<file path="config.mk">
export PLATFORM = sky130hd
export DESIGN_NAME = multibit_tree_layer_mem_flat
export DESIGN_NICKNAME = d
export VERILOG_FILES = /design/src/rtl/mbt_pkg.sv /design/src/rtl/multibit_tree_layer_mem_if.sv /design/src/rtl/mbt_init_sweep.sv /design/src/rtl/multibit_tree_layer_mem.sv /design/src/flat_wrapper.sv
export SDC_FILE = /design/constraint.sdc
export NUM_CORES = 1
export LEC_CHECK = 0
export CAP_MARGIN = 15
export CORE_AREA = 2 2 175 219
export DETAILED_ROUTE_END_ITERATION = 10
export DIE_AREA = 0 0 177 221
export DONT_BUFFER_PORTS = 1
export GPL_ROUTABILITY_DRIVEN = 1
export PLACE_DENSITY = 0.58
export SLEW_MARGIN = 15
export SYNTH_ARGS = -nofsm -noshare
export SYNTH_HDL_FRONTEND = slang
export SYNTH_SLANG_ARGS = --single-unit
</file>
<file path="constraint.sdc">
create_clock -name clk -period 3 [get_ports clk]
set_clock_uncertainty 0.15 [all_clocks]
set_input_delay 0.6 -clock clk [delete_from_list [all_inputs] [get_ports clk]]
set_output_delay 0.6 -clock clk [all_outputs]
set_load 0.05 [all_outputs]
</file>
<file path="src/rtl/mbt_pkg.sv">
// Shared types and helpers for one multibit-tree layer memory.
// Holds default geometry, FSM encoding and the node update rule.
package mbt_pkg;

    localparam int W_DEF  = 16;
    localparam int N_DEF  = 4;
    localparam int MASK_W = 64;

    typedef enum logic {
        S_INIT,
        S_RUN
    } state_t;

    // Operands are widened to MASK_W so one function serves any W up to 64.
    function automatic logic [MASK_W-1:0] apply_mask(
        input logic [MASK_W-1:0] old,
        input logic [MASK_W-1:0] set,
        input logic [MASK_W-1:0] clr
    );
        return (old & ~clr) | set;
    endfunction

endpackage

</file>
<file path="src/rtl/multibit_tree_layer_mem_if.sv">
// Read and update bundle for the multibit-tree layer memory.
// The master drives requests; the slave returns data and status.
interface multibit_tree_layer_mem_if #(
    parameter int W = 16,
    parameter int N = 4
) ();
    logic         busy;
    logic         rd_en;
    logic [N-1:0] rd_addr_a;
    logic [N-1:0] rd_addr_b;
    logic [W-1:0] rd_data_a;
    logic [W-1:0] rd_data_b;
    logic         rd_valid;
    logic         upd_valid;
    logic         upd_ready;
    logic [N-1:0] upd_addr;
    logic [W-1:0] upd_set;
    logic [W-1:0] upd_clr;

    modport master (
        input  busy, rd_data_a, rd_data_b, rd_valid, upd_ready,
        output rd_en, rd_addr_a, rd_addr_b,
        output upd_valid, upd_addr, upd_set, upd_clr
    );

    modport slave (
        output busy, rd_data_a, rd_data_b, rd_valid, upd_ready,
        input  rd_en, rd_addr_a, rd_addr_b,
        input  upd_valid, upd_addr, upd_set, upd_clr
    );
endinterface

</file>
<file path="src/rtl/mbt_init_sweep.sv">
// Post-reset sweep: walks every node once, loading the root value
// into node 0 and zero elsewhere, then hands the memory over.
module mbt_init_sweep
    import mbt_pkg::*;
#(
    parameter int           W         = W_DEF,
    parameter int           N         = N_DEF,
    parameter logic [W-1:0] ROOT_INIT = 1
) (
    input  logic         clk,
    input  logic         rst,
    output logic         busy,
    output logic [N-1:0] sw_addr,
    output logic [W-1:0] sw_data,
    output logic         sw_we
);
    localparam logic [N:0] LAST = (N+1)'((1 << N) - 1);

    state_t     state;
    logic [N:0] cnt;

    always_ff @(posedge clk) begin
        if (rst) begin
            state <= S_INIT;
            cnt   <= '0;
            busy  <= 1'b1;
        end else begin
            case (state)
                S_INIT: begin
                    cnt <= cnt + 1'b1;
                    if (cnt == LAST) begin
                        state <= S_RUN;
                        busy  <= 1'b0;
                    end
                end
                S_RUN: begin
                    busy <= 1'b0;
                end
                default: begin
                    state <= S_INIT;
                    busy  <= 1'b1;
                end
            endcase
        end
    end

    assign sw_we   = (state == S_INIT) && !rst;
    assign sw_addr = cnt[N-1:0];
    assign sw_data = (cnt == '0) ? ROOT_INIT : '0;

endmodule

</file>
<file path="src/rtl/multibit_tree_layer_mem.sv">
// Occupancy bitmap for one tree layer: two registered read ports with
// same-cycle update forwarding and a set/clear read-modify-write port.
module multibit_tree_layer_mem
    import mbt_pkg::*;
#(
    parameter int           W         = W_DEF,
    parameter int           N         = N_DEF,
    parameter logic [W-1:0] ROOT_INIT = 1
) (
    input logic                      clk,
    input logic                      rst,
    multibit_tree_layer_mem_if.slave bus
);
    localparam int DEPTH = 1 << N;

    logic [W-1:0] mem [DEPTH];

    logic         busy;
    logic [N-1:0] sw_addr;
    logic [W-1:0] sw_data;
    logic         sw_we;
    logic         upd_acc;
    logic         rd_acc;
    logic [W-1:0] upd_new;

    mbt_init_sweep #(
        .W         (W),
        .N         (N),
        .ROOT_INIT (ROOT_INIT)
    ) u_sweep (
        .clk     (clk),
        .rst     (rst),
        .busy    (busy),
        .sw_addr (sw_addr),
        .sw_data (sw_data),
        .sw_we   (sw_we)
    );

    assign bus.busy      = busy;
    assign bus.upd_ready = !busy;

    assign upd_acc = bus.upd_valid && !busy;
    assign rd_acc  = bus.rd_en && !busy;

    assign upd_new = W'(apply_mask(MASK_W'(mem[bus.upd_addr]),
                                   MASK_W'(bus.upd_set),
                                   MASK_W'(bus.upd_clr)));

    always_ff @(posedge clk) begin
        if (sw_we) begin
            mem[sw_addr] <= sw_data;
        end else if (upd_acc) begin
            mem[bus.upd_addr] <= upd_new;
        end
    end

    // Each port forwards independently so a walk sees its own update.
    always_ff @(posedge clk) begin
        if (rst) begin
            bus.rd_data_a <= '0;
            bus.rd_data_b <= '0;
            bus.rd_valid  <= 1'b0;
        end else begin
            bus.rd_valid <= rd_acc;
            if (rd_acc) begin
                bus.rd_data_a <= (upd_acc && bus.upd_addr == bus.rd_addr_a)
                               ? upd_new : mem[bus.rd_addr_a];
                bus.rd_data_b <= (upd_acc && bus.upd_addr == bus.rd_addr_b)
                               ? upd_new : mem[bus.rd_addr_b];
            end
        end
    end

endmodule

</file>
<file path="src/flat_wrapper.sv">
// flat-port wrapper written by rule: the top's interface ports become plain ports
module multibit_tree_layer_mem_flat import mbt_pkg::*;
#(
    parameter int           W         = W_DEF,
    parameter int           N         = N_DEF,
    parameter logic [W-1:0] ROOT_INIT = 1
)
  (clk, rst, bus_busy, bus_rd_data_a, bus_rd_data_b, bus_rd_valid, bus_upd_ready, bus_rd_en, bus_rd_addr_a, bus_rd_addr_b, bus_upd_valid, bus_upd_addr, bus_upd_set, bus_upd_clr);
  multibit_tree_layer_mem_if #(.W(W), .N(N)) bus_i ();
  input logic clk;
  input logic rst;
  output wire logic [$bits(bus_i.busy)-1:0] bus_busy;
  output wire logic [$bits(bus_i.rd_data_a)-1:0] bus_rd_data_a;
  output wire logic [$bits(bus_i.rd_data_b)-1:0] bus_rd_data_b;
  output wire logic [$bits(bus_i.rd_valid)-1:0] bus_rd_valid;
  output wire logic [$bits(bus_i.upd_ready)-1:0] bus_upd_ready;
  input wire logic [$bits(bus_i.rd_en)-1:0] bus_rd_en;
  input wire logic [$bits(bus_i.rd_addr_a)-1:0] bus_rd_addr_a;
  input wire logic [$bits(bus_i.rd_addr_b)-1:0] bus_rd_addr_b;
  input wire logic [$bits(bus_i.upd_valid)-1:0] bus_upd_valid;
  input wire logic [$bits(bus_i.upd_addr)-1:0] bus_upd_addr;
  input wire logic [$bits(bus_i.upd_set)-1:0] bus_upd_set;
  input wire logic [$bits(bus_i.upd_clr)-1:0] bus_upd_clr;
  assign bus_busy = bus_i.busy;
  assign bus_rd_data_a = bus_i.rd_data_a;
  assign bus_rd_data_b = bus_i.rd_data_b;
  assign bus_rd_valid = bus_i.rd_valid;
  assign bus_upd_ready = bus_i.upd_ready;
  assign bus_i.rd_en = bus_rd_en;
  assign bus_i.rd_addr_a = bus_rd_addr_a;
  assign bus_i.rd_addr_b = bus_rd_addr_b;
  assign bus_i.upd_valid = bus_upd_valid;
  assign bus_i.upd_addr = bus_upd_addr;
  assign bus_i.upd_set = bus_upd_set;
  assign bus_i.upd_clr = bus_upd_clr;
  multibit_tree_layer_mem #(.W(W), .N(N), .ROOT_INIT(ROOT_INIT)) u_core (.clk(clk), .rst(rst), .bus(bus_i));
endmodule
</file>
==> qor.yml <==
antennaDiodeCount: 0
regArea_sq_mm: 0.00849
cts_buffer_depth: 3
power_leakage_uw: 0.00634
wire_per_inst_um: 33.6
cts_made_buffers: 31
slew_violations: 0
die_x_um: 177
first_pass_iters: 6
cts_tree: "done"
track_usage_pct: 28.0
synth-seq-cells: 296
cts.clk_slew.worst_paths_ns: 0.06
worst_slew_pin_slew_ns: 0.917
place_hpwl_mm: 35.6
reg2reg_depth: 7
hold_viol_final: 0
crit_path_end_kind: "flop"
start_util_pct: 44.4
netlist_top_cells_area: "edfxtp_1, mux4_2, mux2i_1, dfxtp_1, mux4_1"
row_count: 79
drc: 0
cts_resized: 0
critPathKind: "flop to flop"
synthArstFlopShare_pct: 0
antenna_found_initial: 1
path_max_fanout: 16
grt_pass1_vias: 11124
clock_latency_ns: 0.58
grt_pass1_wl_mm: 78.6
cp.required_ns: 3.15
dpl.cell_count: 1580
hold_path_class: "primary input to flop"
drive_gt1_share_pct: 27.9
post_cts_buffers: 0
cts_hold_buf: 1
wirelength_mm: 55.0
dieHeight_um: 221
syn_nets: 1156
synth_top_area_cell: "edfxtp_1"
max_slew_margin_pct: 38.7
fin_crit_sh_pct: 82.8
avgSynthCellArea_sq_um: 14.9
fin_tns_setup_ns: 0
peakVddDrop_uv: 308
cts_root_buffer: "clkbuf_16"
synth_ff_type: "edfxtp_1"
n_fill_cell: 3113
startpoint_type: "flop"
yosys_warnings: 0
num_vias: 11155
syn-cell-area_sq_mm: 0.0165
power_density_mw_per_mm2: 515
clock-sinks: 296
multi_input_area_sq_mm: 0.00733
setup_violations: 0
ys_types: 72
fin_crit_ns: 2.48
worst_ep_arrival_time_ns: 2.64
max_freq_ghz: 0.402
place.gp.congestion: 0.874
drt-initial-drc-count: 1319
core_area_sq_mm: 0.0371
seq_area_frac_synth_pct: 51.6
port_buffers: 0
synth_edf_count: 256
yosysTopAreaCellShare_pct: 46.7
grt_max_degree: 93
nNetsFinal: 1179
syn_to_final_growth_pct: 11.0
place_area_sq_mm: 0.0172
fin_cells: 1638
die_area_sq_mm: 0.0391
avgViaCountPerCell: 6.81
ios: 83
status: "finished, final reports clean"
antenna_left: 0
design_area_sq_mm: 0.0183
maxCapViolations: 0
overflow: 0
whs_path_depth: 2
htree_levels: 1
netlist_instances: 1105
rsz0062_at_grt: "false"
## area by class of cell
cell class	instances	share of cell area (%)
clock buffer	34	4.36
clock inverter	23	1.70
inverter	8	0.164
multi-input combinational	711	40.1
sequential	296	46.4
tap	486	3.33
timing repair buffer	80	3.90
## per-layer routing
metal  global-route usage [%]  routed length (um)  vias to the layer above
li1                         -                   -                     4598
met1                     35.5               20400                     5792
met2                     47.0               27500                      636
met3                     5.58                4880                      127
met4                     11.2                2250                        2
met5                        0                  16                        -
## per-stage QoR
stage	setup WS, ns	total power, uW	hold WS [ns]	utilization [%]
6_report	0.515	9410	0.0927	49.3
5_1_grt	0.447	9640	0.112	49.3
4_1_cts	0.556	9430	0.0743	49.3
3_5_place_dp	0.0988	5270	0.333	46.3
3_3_place_gp	0.206	5270	0.318	46.3
2_1_floorplan	0.196	5250	0.304	-
## report_power, final
group | switching (uW) | internal, uW
Clock | 1690 | 2520
Combinational | 307 | 383
Sequential | 37.7 | 4470
Total | 2030 | 7380
## worst paths after layout
path,startpoint,endpoint,slack [ns]
max reg2reg,u_core.u_sweep.busy$_SDFFE_PP1P_,u_core.mem[8][4]$_DFFE_PP_,0.52
min,bus_upd_set[6],u_core.bus.rd_data_b[6]$_SDFFE_PP0P_,0.09
max,u_core.u_sweep.busy$_SDFFE_PP1P_,u_core.mem[8][4]$_DFFE_PP_,0.52
min reg2reg,u_core.u_sweep.cnt[4]$_SDFFE_PP0N_,u_core.u_sweep.cnt[4]$_SDFFE_PP0N_,0.35
## flip-flops by register name, summed over array words and instances (netlist names)
| register | flops |
|---|---|
| u_core.bus.rd_data_b | 16 |
| u_core.bus.rd_valid | 1 |
| u_core.mem | 256 |
| u_core.bus.rd_data_a | 16 |
| u_core.u_sweep.state | 1 |
| u_core.u_sweep.busy | 1 |
| u_core.u_sweep.cnt | 5 |
## layout by cell type, fill, tap and decap left out, types with 5 or more instances in the layout
cell         n
nand2_1     38
xnor2_1      5
nand3_1     14
a221oi_1     5
nor2_2      16
bufinv_16    7
a311oi_1     6
dfxtp_1     40
o21ai_0     18
a22oi_1     38
edfxtp_1   256
a21oi_1     21
mux4_2     125
nor3_1      12
mux4_1      16
xor2_1       6
mux2_2      28
inv_1        7
a211oi_1    24
and2_1       6
buf_4       71
clkbuf_16   31
nor2b_1     22
nand4_1      6
nor2_1      75
o22ai_1     24
mux2i_1    111
nand3b_1     5
buf_12       9
a211oi_2     5
nand2b_1     8
a31oi_1      7
o211ai_1     5
clkinv_2     8
## worst max-delay path, cell delays in order (launching register included)
cell,delay [ns]
dfxtp_1,0.35
nor2b_1,0.18
buf_4,0.18
o21ai_2,0.08
buf_12,0.16
o21ai_0,0.70
nor2_2,0.12
buf_4,0.28
## Yosys cell counts (3+ instances only)
| library cell | n |
|---|---|
| a311oi_1 | 6 |
| a211oi_2 | 5 |
| mux2i_1 | 111 |
| dfxtp_1 | 40 |
| buf_4 | 12 |
| xnor2_1 | 5 |
| nor2b_1 | 23 |
| clkbuf_8 | 7 |
| nand3b_1 | 5 |
| buf_12 | 5 |
| o21ai_0 | 19 |
| and2_1 | 6 |
| mux2_2 | 28 |
| nand2b_1 | 8 |
| mux4_1 | 16 |
| buf_2 | 21 |
| and3_1 | 4 |
| nor2_1 | 91 |
| o31ai_1 | 4 |
| xor2_1 | 6 |
| ha_1 | 3 |
| o22ai_1 | 24 |
| o21a_1 | 3 |
| edfxtp_1 | 256 |
| a211oi_1 | 24 |
| o211ai_1 | 5 |
| buf_6 | 11 |
| nor3_1 | 12 |
| nand3_1 | 14 |
| a221oi_1 | 5 |
| mux4_2 | 125 |
| a31oi_1 | 7 |
| a32o_1 | 3 |
| a21oi_1 | 21 |
| nor4_1 | 4 |
| nand2_1 | 38 |
| a22oi_1 | 38 |
| nor4b_1 | 4 |
| nand4_1 | 6 |
| clkbuf_1 | 30 |
| inv_1 | 7 |
## cell families after synthesis
group,share of synthesized area (%)
adders and majority gates,0.228
muxes,28.4
buffers and inverters,4.23
AOI/OAI and AO/OA,8.24
and+or+nand+nor,6.78
DFF,51.6
xor gates and xnor gates,0.585
(Power assumes the default switching activity.)
